<file path="config.mk">
export PLATFORM = sky130hd
export DESIGN_NAME = cache_bus_arbiter
export DESIGN_NICKNAME = d
export VERILOG_FILES = /design/src/rtl/cpu_bus_pkg.sv /design/src/rtl/cache_bus_arbiter_pick.sv /design/src/rtl/cache_bus_arbiter.sv
export SDC_FILE = /design/constraint.sdc
export NUM_CORES = 1
export LEC_CHECK = 0
export ABC_AREA = 1
export CORE_AREA = 2 2 122 124
export CTS_CLUSTER_DIAMETER = 30
export DETAILED_ROUTE_END_ITERATION = 6
export DIE_AREA = 0 0 124 126
export MAX_ROUTING_LAYER = met4
export PLACE_DENSITY = 0.59
export SYNTH_ARGS = -nofsm -noshare
export SYNTH_HDL_FRONTEND = slang
export SYNTH_HIERARCHICAL = 1
export SYNTH_SLANG_ARGS = --single-unit
</file>
<file path="constraint.sdc">
create_clock -name clk -period 1.47 [get_ports clk]
set_input_delay 0.147 -clock clk [delete_from_list [all_inputs] [get_ports clk]]
set_output_delay 0.147 -clock clk [all_outputs]
set_load 0.03 [all_outputs]
</file>
<file path="src/rtl/cpu_bus_pkg.sv">
// Shared encodings for the cache-to-bridge SRAM-like bus: arbiter states, port ids, size codes.
// No logic; imported by the arbiter and its pick sub-block.
// Not applicable (package only).
package cpu_bus_pkg;

    localparam logic [1:0] ARB_IDLE = 2'b00;
    localparam logic [1:0] ARB_ADDR = 2'b01;
    localparam logic [1:0] ARB_DATA = 2'b10;

    localparam logic PORT_INST = 1'b0;
    localparam logic PORT_DATA = 1'b1;

    localparam logic [1:0] SIZE_BYTE = 2'b00;
    localparam logic [1:0] SIZE_HALF = 2'b01;
    localparam logic [1:0] SIZE_WORD = 2'b10;

endpackage

</file>
<file path="src/rtl/cache_bus_arbiter_pick.sv">
// Chooses which cache gets the bus when both request (ARB_ROUND_ROBIN_EN: alternate, else dcache wins).
// Latency: 0 cycles, pick is combinational from the two requests (plus last_served in round-robin builds).
// Backpressure: none; the loser simply keeps its request high until picked.
module arb_pick
    import cpu_bus_pkg::*;
(
    input  logic clk,
    input  logic resetn,
    input  logic inst_req,
    input  logic data_req,
    input  logic hs_vld,
    input  logic hs_port,
    output logic pick
);

`ifdef ARB_ROUND_ROBIN_EN
    logic last_served;

    // Remember whoever last had its address accepted; that port loses the next conflict.
    always_ff @(posedge clk or negedge resetn) begin
        if (!resetn) begin
            last_served <= PORT_INST;
        end else if (hs_vld) begin
            last_served <= hs_port;
        end
    end

    always_comb begin
        pick = PORT_INST;
        if (inst_req && data_req) begin
            pick = ~last_served;
        end else if (data_req) begin
            pick = PORT_DATA;
        end
    end
`else
    logic unused_pick_in;

    assign unused_pick_in = ^{clk, resetn, inst_req, hs_vld, hs_port};

    // Fixed priority: dcache wins any conflict, so icache can starve under continuous dcache traffic.
    assign pick = data_req ? PORT_DATA : PORT_INST;
`endif

endmodule

</file>
<file path="src/rtl/cache_bus_arbiter.sv">
// Shares one SRAM-like bridge port between icache and dcache; owner held addr->data; ARB_ROUND_ROBIN_EN selects round-robin.
// Latency: 0-cycle arbitration (request forwarded the cycle it arrives), at least 1 cycle addr_ok->data_ok.
// Backpressure: bridge addr_ok stalls the owner in ADDR; non-owner sees addr_ok=0 and must hold its request.
module cache_bus_arbiter
    import cpu_bus_pkg::*;
#(
    parameter int ADDR_WIDTH = 32,
    parameter int DATA_WIDTH = 32
) (
    input  logic                  clk,
    input  logic                  resetn,

    input  logic                  inst_req,
    input  logic                  inst_wr,
    input  logic [1:0]            inst_size,
    input  logic [ADDR_WIDTH-1:0] inst_addr,
    input  logic [DATA_WIDTH-1:0] inst_wdata,
    output logic [DATA_WIDTH-1:0] inst_rdata,
    output logic                  inst_addr_ok,
    output logic                  inst_data_ok,

    input  logic                  data_req,
    input  logic                  data_wr,
    input  logic [1:0]            data_size,
    input  logic [ADDR_WIDTH-1:0] data_addr,
    input  logic [DATA_WIDTH-1:0] data_wdata,
    output logic [DATA_WIDTH-1:0] data_rdata,
    output logic                  data_addr_ok,
    output logic                  data_data_ok,

    output logic                  bus_req,
    output logic                  bus_wr,
    output logic [1:0]            bus_size,
    output logic [ADDR_WIDTH-1:0] bus_addr,
    output logic [DATA_WIDTH-1:0] bus_wdata,
    input  logic [DATA_WIDTH-1:0] bus_rdata,
    input  logic                  bus_addr_ok,
    input  logic                  bus_data_ok,

    output logic                  grant_data,
    output logic                  busy
);

    logic [1:0] state;
    logic [1:0] state_nxt;
    logic       owner;
    logic       pick;
    logic       sel;
    logic       sel_req;
    logic       addr_phase;
    logic       in_data;
    logic       addr_hs;
    logic       proto_err;

    arb_pick u_pick (
        .clk      (clk),
        .resetn   (resetn),
        .inst_req (inst_req),
        .data_req (data_req),
        .hs_vld   (addr_hs),
        .hs_port  (sel),
        .pick     (pick)
    );

    // In IDLE the fresh pick drives the bus (zero-cycle arbitration); afterwards the latched owner does.
    assign sel        = (state == ARB_IDLE) ? pick : owner;
    assign sel_req    = (sel == PORT_DATA) ? data_req : inst_req;
    assign addr_phase = (state == ARB_IDLE) || (state == ARB_ADDR);
    assign in_data    = (state == ARB_DATA);

    // Gated by resetn so every request-side output drops the same cycle reset is asserted.
    assign bus_req    = resetn & addr_phase & sel_req;
    assign addr_hs    = bus_req & bus_addr_ok;
    assign grant_data = resetn & sel;
    assign busy       = (state != ARB_IDLE);

    assign bus_wr    = (sel == PORT_DATA) ? data_wr    : inst_wr;
    assign bus_size  = (sel == PORT_DATA) ? data_size  : inst_size;
    assign bus_addr  = (sel == PORT_DATA) ? data_addr  : inst_addr;
    assign bus_wdata = (sel == PORT_DATA) ? data_wdata : inst_wdata;

    assign inst_addr_ok = addr_hs & (sel == PORT_INST);
    assign data_addr_ok = addr_hs & (sel == PORT_DATA);

    assign inst_data_ok = in_data & bus_data_ok & (owner == PORT_INST);
    assign data_data_ok = in_data & bus_data_ok & (owner == PORT_DATA);
    assign inst_rdata   = (in_data && owner == PORT_INST) ? bus_rdata : '0;
    assign data_rdata   = (in_data && owner == PORT_DATA) ? bus_rdata : '0;

    always_comb begin
        state_nxt = state;
        case (state)
            ARB_IDLE: begin
                if (addr_hs) begin
                    state_nxt = ARB_DATA;
                end else if (sel_req) begin
                    state_nxt = ARB_ADDR;
                end
            end
            ARB_ADDR: begin
                // Owner withdrawing before the bridge accepts abandons the transaction.
                if (!sel_req) begin
                    state_nxt = ARB_IDLE;
                end else if (addr_hs) begin
                    state_nxt = ARB_DATA;
                end
            end
            ARB_DATA: begin
                if (bus_data_ok) begin
                    state_nxt = ARB_IDLE;
                end
            end
            default: state_nxt = ARB_IDLE;
        endcase
    end

    always_ff @(posedge clk or negedge resetn) begin
        if (!resetn) begin
            state <= ARB_IDLE;
            owner <= PORT_INST;
        end else begin
            state <= state_nxt;
            if (state == ARB_IDLE) begin
                owner <= pick;
            end
        end
    end

    // Sticky marker for a bridge data_ok outside DATA; the pulse itself is dropped, never forwarded.
    always_ff @(posedge clk or negedge resetn) begin
        if (!resetn) begin
            proto_err <= 1'b0;
        end else if (bus_data_ok && !in_data) begin
            proto_err <= 1'b1;
        end
    end

endmodule

</file>
==> results by group, run 1 <==
Status
  • Status: finished, violations left
  • Failing checks: setup timing

Setup path
  • Max stage delay on crit path: 400 ps
  • Most used cell, CP: nand2_1
  • WP depth: 8
  • CP top delay family: simple AND/OR/NAND/NOR gates
  • Critical path peak fanout: 7
  • CP Buf/Inv Count: 3
  • Crit path DAT: 1580 ps
  • R2R depth: 9
  • Slowest CP cell: dfrtp_1
  • Crit-path cells: nor2_2 -> nand2_2 -> nand2_4 -> buf_12 -> clkbuf_16 -> nand2_1 -> nand2_1 -> buf_6
  • Worst EP required: 1320 ps
  • Crit Path Category: reg2out
  • Setup crit end kind: primary output
  • Worst setup SP type: flop

Placed design
  • GPL Wtd Cong: 0.760
  • Cells after DPL: 846
  • DP Area: 4610 um^2
  • PortBufs: 309
  • DP Worst Slack: -229 ps
  • Post-DP HPWL: 7750 um

CTS
  • Root buf cell: clkbuf_16
  • Worst skew pair latency: 220 ps
  • Reg clk slew, reported paths: 30 ps
  • Clk sink count: 3
  • Number of buffers created by CTS: 3
  • CTS Hold Bufs: 0
  • TritonCTS clock tree: done
  • Clock tree buffer depth: 2
  • CTS H-tree lvls: 1

Timing
  • Clock Skew: 0.0749 ps
  • Min cycle time layout: 1730 ps
  • Endpoints failing setup: 138
  • Worst Tran Pin Value: 329 ps
  • Relative slew slack: 78.0%
  • Fmax: 579 MHz
  • Fin. Hold Viols: 0
  • Count of pins over their slew limit: 0
  • Final period utilization: 118%
  • PnR worst setup slack: -258 ps
  • RSZ-0062 raised after global routing: yes

Power
  • Switching part of the total: 53.0%
  • P_sw: 0.00549 W
  • Comb pwr share: 94.5%
  • Lkg Pwr: 2.96 nW
  • Worst VDD drop: 0.956 mV
  • Sequential power share: 1.4%
  • Cell Int Power: 0.00486 W
  • Power, Total: 0.0104 W
  • PwrDens: 1750 nW/um^2
  • Clock share of power: 4.1%

Global route
  • Initial antenna violation count: 0
  • Vias in the first global route: 3028
  • First-pass GRT wire length: 15000 um
  • Global Route Usage Sum: 12.5%
  • Largest net degree at the start of global routing: 34
  • GR Overflow Total: 0

Drt
  • Drc violations: 0
  • ANT nets after route: 0
  • Via count: 3321
  • DR iter-0 viols: 65
  • WL/cell: 13.7 um
  • Routed vias/inst: 3.82
  • Pre-antenna DRT Iters: 5
  • Final wirelength: 11900 um

Job
  • Max_cap viols: 0

Final layout
  • Fillers: 1462
  • Design area: 5920 um^2
  • Nets: 859
  • Layout Utilization: 41.4%
  • Synthesis-to-finish area growth: 304%
  • Share of layout cells above drive strength 1: 39.5%
  • N_diodes: 0
  • Final std cells w/o fill: 870

Floorplanning
  • Io pins: 310
  • Area of the die: 15600 um^2
  • Die Wd: 124 um
  • Die Y: 126 um
  • Num rows: 44
  • Placeable Area: 14300 um^2
  • Initial core utilization: 10.2%

Synth
  • Synth Net Count: 526
  • Synth warn: 6
  • Syn Std Cell Area: 1470 um^2
  • Avg Inst Size Synth: 4.14 um^2
  • Syn Inst Count: 354

Worst hold path
  • Worst Hold Class: in2async
[sequential cells by signal, summed over array words and instances, names as in the netlist]
| name | cells |
|---|---|
| state | 2 |
| owner | 1 |
[layer usage]
metal	global-route usage (%)	part of all wire [%]	vias up
li1	-	-	1685
met1	14.9	40	1440
met2	22.5	51	188
met3	1.49	8.1	8
met4	2.31	0.85	0
met5	-	0	-
[power by group through the flow]
stage	sequential (W)	combinational, W	clock (W)
2_1_floorplan	0.000145	0.00423	0
3_3_place_gp	0.000142	0.00716	0
3_5_place_dp	0.000142	0.00713	0
4_1_cts	0.000141	0.00861	0.000434
5_1_grt	0.000149	0.0104	0.000437
6_report	0.000145	0.00978	0.000429
[what timing repair did]
item	4_1_cts	5_1_grt
pin swaps	2	10
setup buffers	2	6
resized for setup	67	171
gates cloned	5	7
endpoints found under the setup margin	138	138
[worst paths after layout]
check | slack [ps] | start | to
setup reg to reg | -40 | state[1] | state[0]
max in group asynchronous | 1160 | resetn | state[0]
hold reg to reg | 780 | state[1] | state[1]
hold / removal | 210 | resetn | state[1]
min in group clk | 560 | data_req | state[0]
setup / recovery | -260 | state[1] | bus_addr[12]
[cell usage in the layout (no fill, tap or decap), drive strengths merged]
master	instances
nand2	209
buf	172
clkdlybuf4s50	170
nor2	72
inv	39
clkbuf	10
nand3	8
dfrtp	3
and2	1
o21ai	1
dlymetal6s2s	1
[stage by stage]
| stage | hold slack [ps] | TNS (ps) |
|---|---|---|
| 2_1_floorplan | -149 | 0 |
| 3_3_place_gp | 465 | -11010 |
| 3_5_place_dp | 444 | -12500 |
| 4_1_cts | 219 | -24780 |
| 5_1_grt | 246 | -31790 |
| 6_report | 214 | -22660 |
[layout make-up]
type	count	area, um^2	share of cell area, %
sequential	3	75.1	1.27
tap	184	230	3.89
multi-input combinational	291	1600	27.0
inverter	39	149	2.51
clock buffer	4	78.8	1.33
timing repair buffer	349	3790	64.0
No activity file was read; power rests on OpenSTA's default activity.
==> run 2: changes to the inputs <==
--- a/config.mk
+++ b/config.mk
@@ -12,6 +12,8 @@
 export DIE_AREA = 0 0 124 126
 export MAX_ROUTING_LAYER = met4
 export PLACE_DENSITY = 0.59
+export REMOVE_ABC_BUFFERS = 1
+export SKIP_LAST_GASP = 1
 export SYNTH_ARGS = -nofsm -noshare
 export SYNTH_HDL_FRONTEND = slang
 export SYNTH_HIERARCHICAL = 1
==> results by group, run 2 (same netlist as run 1, synthesis figures left out) <==
Final layout
  • Largest Register: state
  • Fillers: 1346 (-7.9%)
  • Design area: 6540 um^2 (+10%)
  • N_diodes: 0 (unchanged)
  • Final std cells w/o fill: 879 (+1.0%)
  • Sequential Area: 75.1 um^2 (unchanged)
  • Largest regs: state (2), owner (1)
  • Synthesis-to-finish area growth: 347%
  • Most common cell after layout, fill and taps aside: clkdlybuf4s50_1
  • Most frequent cells in the layout: 171 x clkdlybuf4s50_1, 141 x nand2_1, 114 x buf_6
  • Nets: 868 (+1.0%)
  • Max reg flops: 2 (unchanged)
  • Share of layout cells above drive strength 1: 48.5% (+9.0 points)
  • Footprint of the multi-input gates: 1910 um^2 (+19%)

Worst hold path
  • Worst Hold Class: in2async

Placed design
  • PortBufs: 309 (unchanged)
  • Post-DP HPWL: 9140 um (+18%)
  • Cells after DPL: 850 (+0.47%)
  • DP Area: 4740 um^2 (+3.0%)
  • GPL Wtd Cong: 0.760 (about the same)
  • DP Worst Slack: -211 ps (+17.7 ps)

Setup path
  • Crit Path Category: reg2out
  • Slowest CP cell: dfrtp_1
  • Crit path DAT: 1630 ps (+50 ps)
  • Crit-path cells: nor2_2 -> nand2_2 -> nand2_8 -> buf_12 -> clkbuf_16 -> nand2_2 -> nand2_2 -> buf_6
  • Critical path peak fanout: 7 (unchanged)
  • Worst setup SP type: flop
  • Max stage delay on crit path: 410 ps (about the same)
  • Worst EP required: 1320 ps (about the same)
  • Most used cell, CP: nand2_2
  • R2R setup slack: -50 ps (about the same)
  • Setup crit end kind: primary output

Floorplanning
  • Io pins: 310 (unchanged)
  • Initial core utilization: 10.2% (unchanged)
  • Placeable Area: 14300 um^2 (unchanged)
  • Die Y: 126 um (unchanged)
  • Area of the die: 15600 um^2 (unchanged)
  • Die Wd: 124 um (unchanged)
  • Num rows: 44 (unchanged)

CTS
  • Worst skew pair latency: 220 ps (about the same)
  • Clock tree buffer depth: 2 (unchanged)
  • TritonCTS clock tree: done
  • CTS H-tree lvls: 1 (unchanged)
  • Number of buffers created by CTS: 3 (unchanged)
  • Root buf cell: clkbuf_16
  • CTS Hold Bufs: 0 (unchanged)
  • Reg clk slew, reported paths: 30 ps (about the same)
  • Clk sink count: 3 (unchanged)

Timing
  • RSZ-0062 raised after global routing: yes
  • Endpoints failing setup: 138 (unchanged)
  • Count of pins over their slew limit: 0 (unchanged)
  • Setup TNS: -26430 ps (-3770 ps)
  • Clock Skew: 0.921 ps (+0.846 ps)
  • Fmax: 562 MHz (-2.9%)
  • PnR worst setup slack: -309 ps (-51.6 ps)
  • Relative slew slack: 84.1% (+6.2 points)
  • Final period utilization: 121% (+3.5 points)
  • Worst Tran Pin Value: 238 ps (-91.6 ps)
  • Min cycle time layout: 1780 ps (+51.6 ps)
  • Fin. Hold Viols: 0 (unchanged)

Drt
  • Routed vias/inst: 3.90 (+2.0%)
  • Drc violations: 0 (unchanged)
  • ANT nets after route: 0 (unchanged)
  • DR iter-0 viols: 81 (+25%)
  • WL/cell: 15.3 um (+12%)
  • Final wirelength: 13500 um (+13%)
  • Pre-antenna DRT Iters: 4 (-1)
  • Via count: 3424 (+3.1%)

Global route
  • Met3 Use GR: 2.13% (+0.63 points)
  • First-pass GRT wire length: 16700 um (+12%)
  • Global Route Usage Sum: 14.1% (+1.6 points)
  • Grt met1 use: 16.7% (+1.8 points)
  • Vias in the first global route: 3288 (+8.6%)
  • GRT busiest layer: met2
  • Initial antenna violation count: 0 (unchanged)
  • Largest net degree at the start of global routing: 34 (unchanged)
  • GR Overflow Total: 0 (unchanged)
  • Met2 Usage GRT: 25.6% (+3.1 points)

Power
  • Lkg Pwr: 3.06 nW (+3.5%)
  • PwrDens: 1670 nW/um^2 (-4.4%)
  • Worst VDD drop: 1.35 mV (+41%)

Status
  • Failing checks: setup timing
  • Status: finished, violations left

Job
  • Max_cap viols: 0 (unchanged)
==> run 2: cell types whose count changed in the layout (fill, tap and decap cells not counted), sizes merged <==
cell	delta
buf	+7
clkdlybuf4s50	+1
dlymetal6s2s	-1
clkbuf	+2
==> run 2: layout make-up <==
class / count / share of cell area [%]
inverters: 39 / 2.43
multi-input cells: 291 / 29.1
flip-flops and latches: 3 / 1.15
well taps: 184 / 3.52
clock buffers: 4 / 1.20
repair buffers: 358 / 62.6
==> run 2: through the flow <==
step | total power (W) | utilization (%) | hold WS [ps]
2_1_floorplan | 0.00403 | - | -149
3_3_place_gp | 0.00760 | 33.1 | 456
4_1_cts | 0.00951 | 37.8 | 235
6_report | 0.0109 | 45.7 | 218
5_1_grt | 0.0115 | 45.7 | 237
3_5_place_dp | 0.00757 | 33.1 | 468
==> run 2: critical path, delay by kind of cell, from the launching register on <==
family	cells	cell delay [ps]
and+or+nand+nor	5	550
DFF	1	410
buffers and inverters	3	430
==> run 2: power breakdown <==
group / internal (W) / switching (W)
Clock: 0.000358 / 0.0000773
Sequential: 0.000119 / 0.0000286
Combinational: 0.00472 / 0.00564
==> run 2: path summary, 6_finish.rpt <==
check,from,end,depth (start not counted)
max,state[1],bus_addr[26],8
min,resetn,state[1],2
max reg2reg,state[1],state[0],10
min reg2reg,state[1],state[0],3
max in group asynchronous,resetn,owner,2
min in group clk,state[1],state[0],3
==> run 2: routing by layer <==
metal  routed length [um]  vias to the layer above
met5                    0                        -
met4                  159                        0
met3                 1120                        8
met2                 7220                      196
met1                 4970                     1519
li1                     -                     1701
==> run 2: what timing repair did <==
| item | CTS | global route |
|---|---|---|
| setup buffers | 6 | 7 |
| resized for setup | 99 | 259 |
| gates cloned | 6 | 10 |
| endpoints found under the setup margin | 137 | 139 |
| pin swaps | 7 | 43 |
==> run 3: changes to the inputs <==
--- a/config.mk
+++ b/config.mk
@@ -7,7 +7,7 @@
 export LEC_CHECK = 0
 export ABC_AREA = 1
 export CORE_AREA = 2 2 122 124
-export CTS_CLUSTER_DIAMETER = 30
+export CTS_BUF_LIST = sky130_fd_sc_hd__clkbuf_4
 export DETAILED_ROUTE_END_ITERATION = 6
 export DIE_AREA = 0 0 124 126
 export MAX_ROUTING_LAYER = met4
==> results by group, run 3 (same netlist as run 1, synthesis figures left out) <==
Drt
  • Drc violations: 0 (unchanged)
  • ANT nets after route: 0 (unchanged)
  • Via count: 3367 (-1.7%)
  • Routed vias/inst: 3.84 (-1.3%)
  • WL/cell: 14.7 um (-3.9%)
  • Final wirelength: 12900 um (-4.2%)
  • Pre-antenna DRT Iters: 4 (unchanged)
  • DR iter-0 viols: 63 (-22%)

Setup path
  • Most used cell, CP: nand2_2
  • Setup crit end kind: primary output
  • Critical path peak fanout: 7 (unchanged)
  • Crit path launch: state[1]
  • WP depth: 8 (unchanged)
  • Crit Path Category: reg2out
  • CP top delay family: simple AND/OR/NAND/NOR gates
  • FF-to-FF End: state[0]
  • Worst r2r src: state[1]
  • CP Buf/Inv Count: 3 (unchanged)
  • Crit-path cells: nor2_2 -> nand2_2 -> nand2_8 -> buf_12 -> clkbuf_16 -> nand2_2 -> nand2_2 -> buf_6
  • R2R depth: 8 (-2)
  • Critical Path End: bus_addr[26]
  • Max stage delay on crit path: 400 ps (about the same)
  • Worst setup SP type: flop
  • Slowest CP cell: dfrtp_1
  • Worst EP required: 1320 ps (about the same)
  • Crit path DAT: 1630 ps (about the same)
  • R2R setup slack: -50 ps (about the same)

Floorplanning
  • Num rows: 44 (unchanged)
  • Die Wd: 124 um (unchanged)
  • Initial core utilization: 10.2% (unchanged)
  • Area of the die: 15600 um^2 (unchanged)
  • Die Y: 126 um (unchanged)
  • Placeable Area: 14300 um^2 (unchanged)
  • Io pins: 310 (unchanged)

Final layout
  • Final std cells w/o fill: 876 (-0.34%)
  • N_diodes: 0 (unchanged)
  • Max reg flops: 2 (unchanged)
  • Layout Utilization: 42.3% (-3.4 points)
  • Largest Register: state
  • Largest regs: state (2), owner (1)
  • Share of layout cells above drive strength 1: 44.4% (-4.1 points)
  • Most frequent cells in the layout: 171 x clkdlybuf4s50_1, 138 x nand2_1, 81 x buf_6
  • Nets: 865 (-0.35%)
  • Synthesis-to-finish area growth: 314%
  • Most common cell after layout, fill and taps aside: clkdlybuf4s50_1

Global route
  • Largest net degree at the start of global routing: 34 (unchanged)
  • Global Route Usage Sum: 13.2% (-0.92 points)
  • First-pass GRT wire length: 15800 um (-5.7%)
  • Vias in the first global route: 3160 (-3.9%)
  • GR Overflow Total: 0 (unchanged)
  • Initial antenna violation count: 0 (unchanged)

Worst hold path
  • Worst Hold Class: in2async

Timing
  • Endpoints failing setup: 138 (unchanged)
  • Fin. Hold Viols: 0 (unchanged)
  • PnR worst setup slack: -304 ps (+5.82 ps)
  • Worst Tran Pin Value: 248 ps (+10.7 ps)
  • Hold Slack: 219 ps (+0.926 ps)
  • Relative slew slack: 83.4% (-0.76 points)
  • Clock Skew: 0.611 ps (-0.310 ps)
  • Min cycle time layout: 1770 ps (-5.82 ps)
  • RSZ-0062 raised after global routing: yes
  • Final period utilization: 121% (-0.40 points)
  • Fmax: 564 MHz (+0.33%)
  • Count of pins over their slew limit: 0 (unchanged)

CTS
  • Number of buffers created by CTS: 3 (unchanged)
  • Clk sink count: 3 (unchanged)
  • Reg clk slew, reported paths: 40 ps (about the same)
  • Root buf cell: clkbuf_4
  • CTS H-tree lvls: 1 (unchanged)
  • Clock tree buffer depth: 2 (unchanged)
  • Worst skew pair latency: 230 ps (about the same)
  • TritonCTS clock tree: done
  • CTS Hold Bufs: 0 (unchanged)

Job
  • Max_cap viols: 0 (unchanged)

Placed design
  • Cells after DPL: 850 (unchanged)
  • GPL Wtd Cong: 0.760 (unchanged)
  • PortBufs: 309 (unchanged)
  • Post-DP HPWL: 9140 um (unchanged)
  • DP Worst Slack: -211 ps (unchanged)

Power
  • Lkg Pwr: 3.01 nW (-1.9%)
  • Worst VDD drop: 1.12 mV (-17%)
  • PwrDens: 1700 nW/um^2 (+1.7%)

Status
  • Status: finished, violations left
  • Failing checks: setup timing
[run 3: cell types whose count changed in the layout (fill, tap and decap cells not counted), moves of 3 or more]
| cell | previous run | this run |
|---|---|---|
| buf_16 | 6 | 2 |
| buf_4 | 35 | 65 |
| buf_6 | 114 | 81 |
| clkbuf_4 | 0 | 4 |
| nand2_1 | 141 | 138 |
| nor2_1 | 2 | 32 |
| nor2_2 | 3 | 10 |
| nor2_4 | 67 | 30 |
[run 3: worst min-delay path by stage]
stage                       from        to  slack, ps  cells after the start
final                     resetn     owner        220                      2
after global routing      resetn     owner        220                      2
after global placement    resetn  state[0]        460                      2
after detailed placement  resetn  state[1]        470                      2
after CTS                 resetn     owner        220                      2
after floorplan           resetn     owner       -150                      0
[run 3: stage by stage]
| stage | total power (W) | instance area, um^2 | setup TNS (ps) |
|---|---|---|---|
| 2_1_floorplan | 0.00403 | 1350 | -76120 |
| 3_3_place_gp | 0.00760 | 4740 | -11090 |
| 3_5_place_dp | 0.00757 | 4740 | -10910 |
| 4_1_cts | 0.00860 | 5050 | -27570 |
| 5_1_grt | 0.0109 | 6060 | -38510 |
| 6_report | 0.0103 | 6060 | -27750 |
[run 3: worst reg2reg max path: stages, from the launching register on]
cell	delay (ps)
dfrtp_1	400
nor2_2	160
nand2_2	120
nand3_1	180
nand2_4	80
buf_4	130
buf_4	120
o21ai_0	150
nor2_1	70
[run 3: final cells by class]
cell class	count	area, um^2
clock buffer	4	30.0
tap	184	230
inverter	39	154
fill	1434	8250
multi-input combinational	291	1640
sequential	3	75.1
timing repair buffer	355	3930
[run 3: timing repair]
item                                    CTS  global route
cloned                                    2            14
gates resized for setup                  56           195
setup buffers                             5             2
pin swaps                                 3            49
endpoints found under the setup margin  137           139
[run 3: power by group]
group / internal, W / switching, W / total [W]
combinational: 0.00455 / 0.00544 / 0.00999
clock: 0.000120 / 0.0000434 / 0.000164
sequential: 0.000119 / 0.0000267 / 0.000145
[run 3: layer usage]
metal,wire [um],track usage [%],up-vias,part of all wire (%)
li1,-,-,1697,-
met1,4890,16.1,1470,38
met2,6850,23.4,194,53
met3,1080,1.99,6,8.4
met4,74,1.72,0,0.57
met5,0,-,-,0
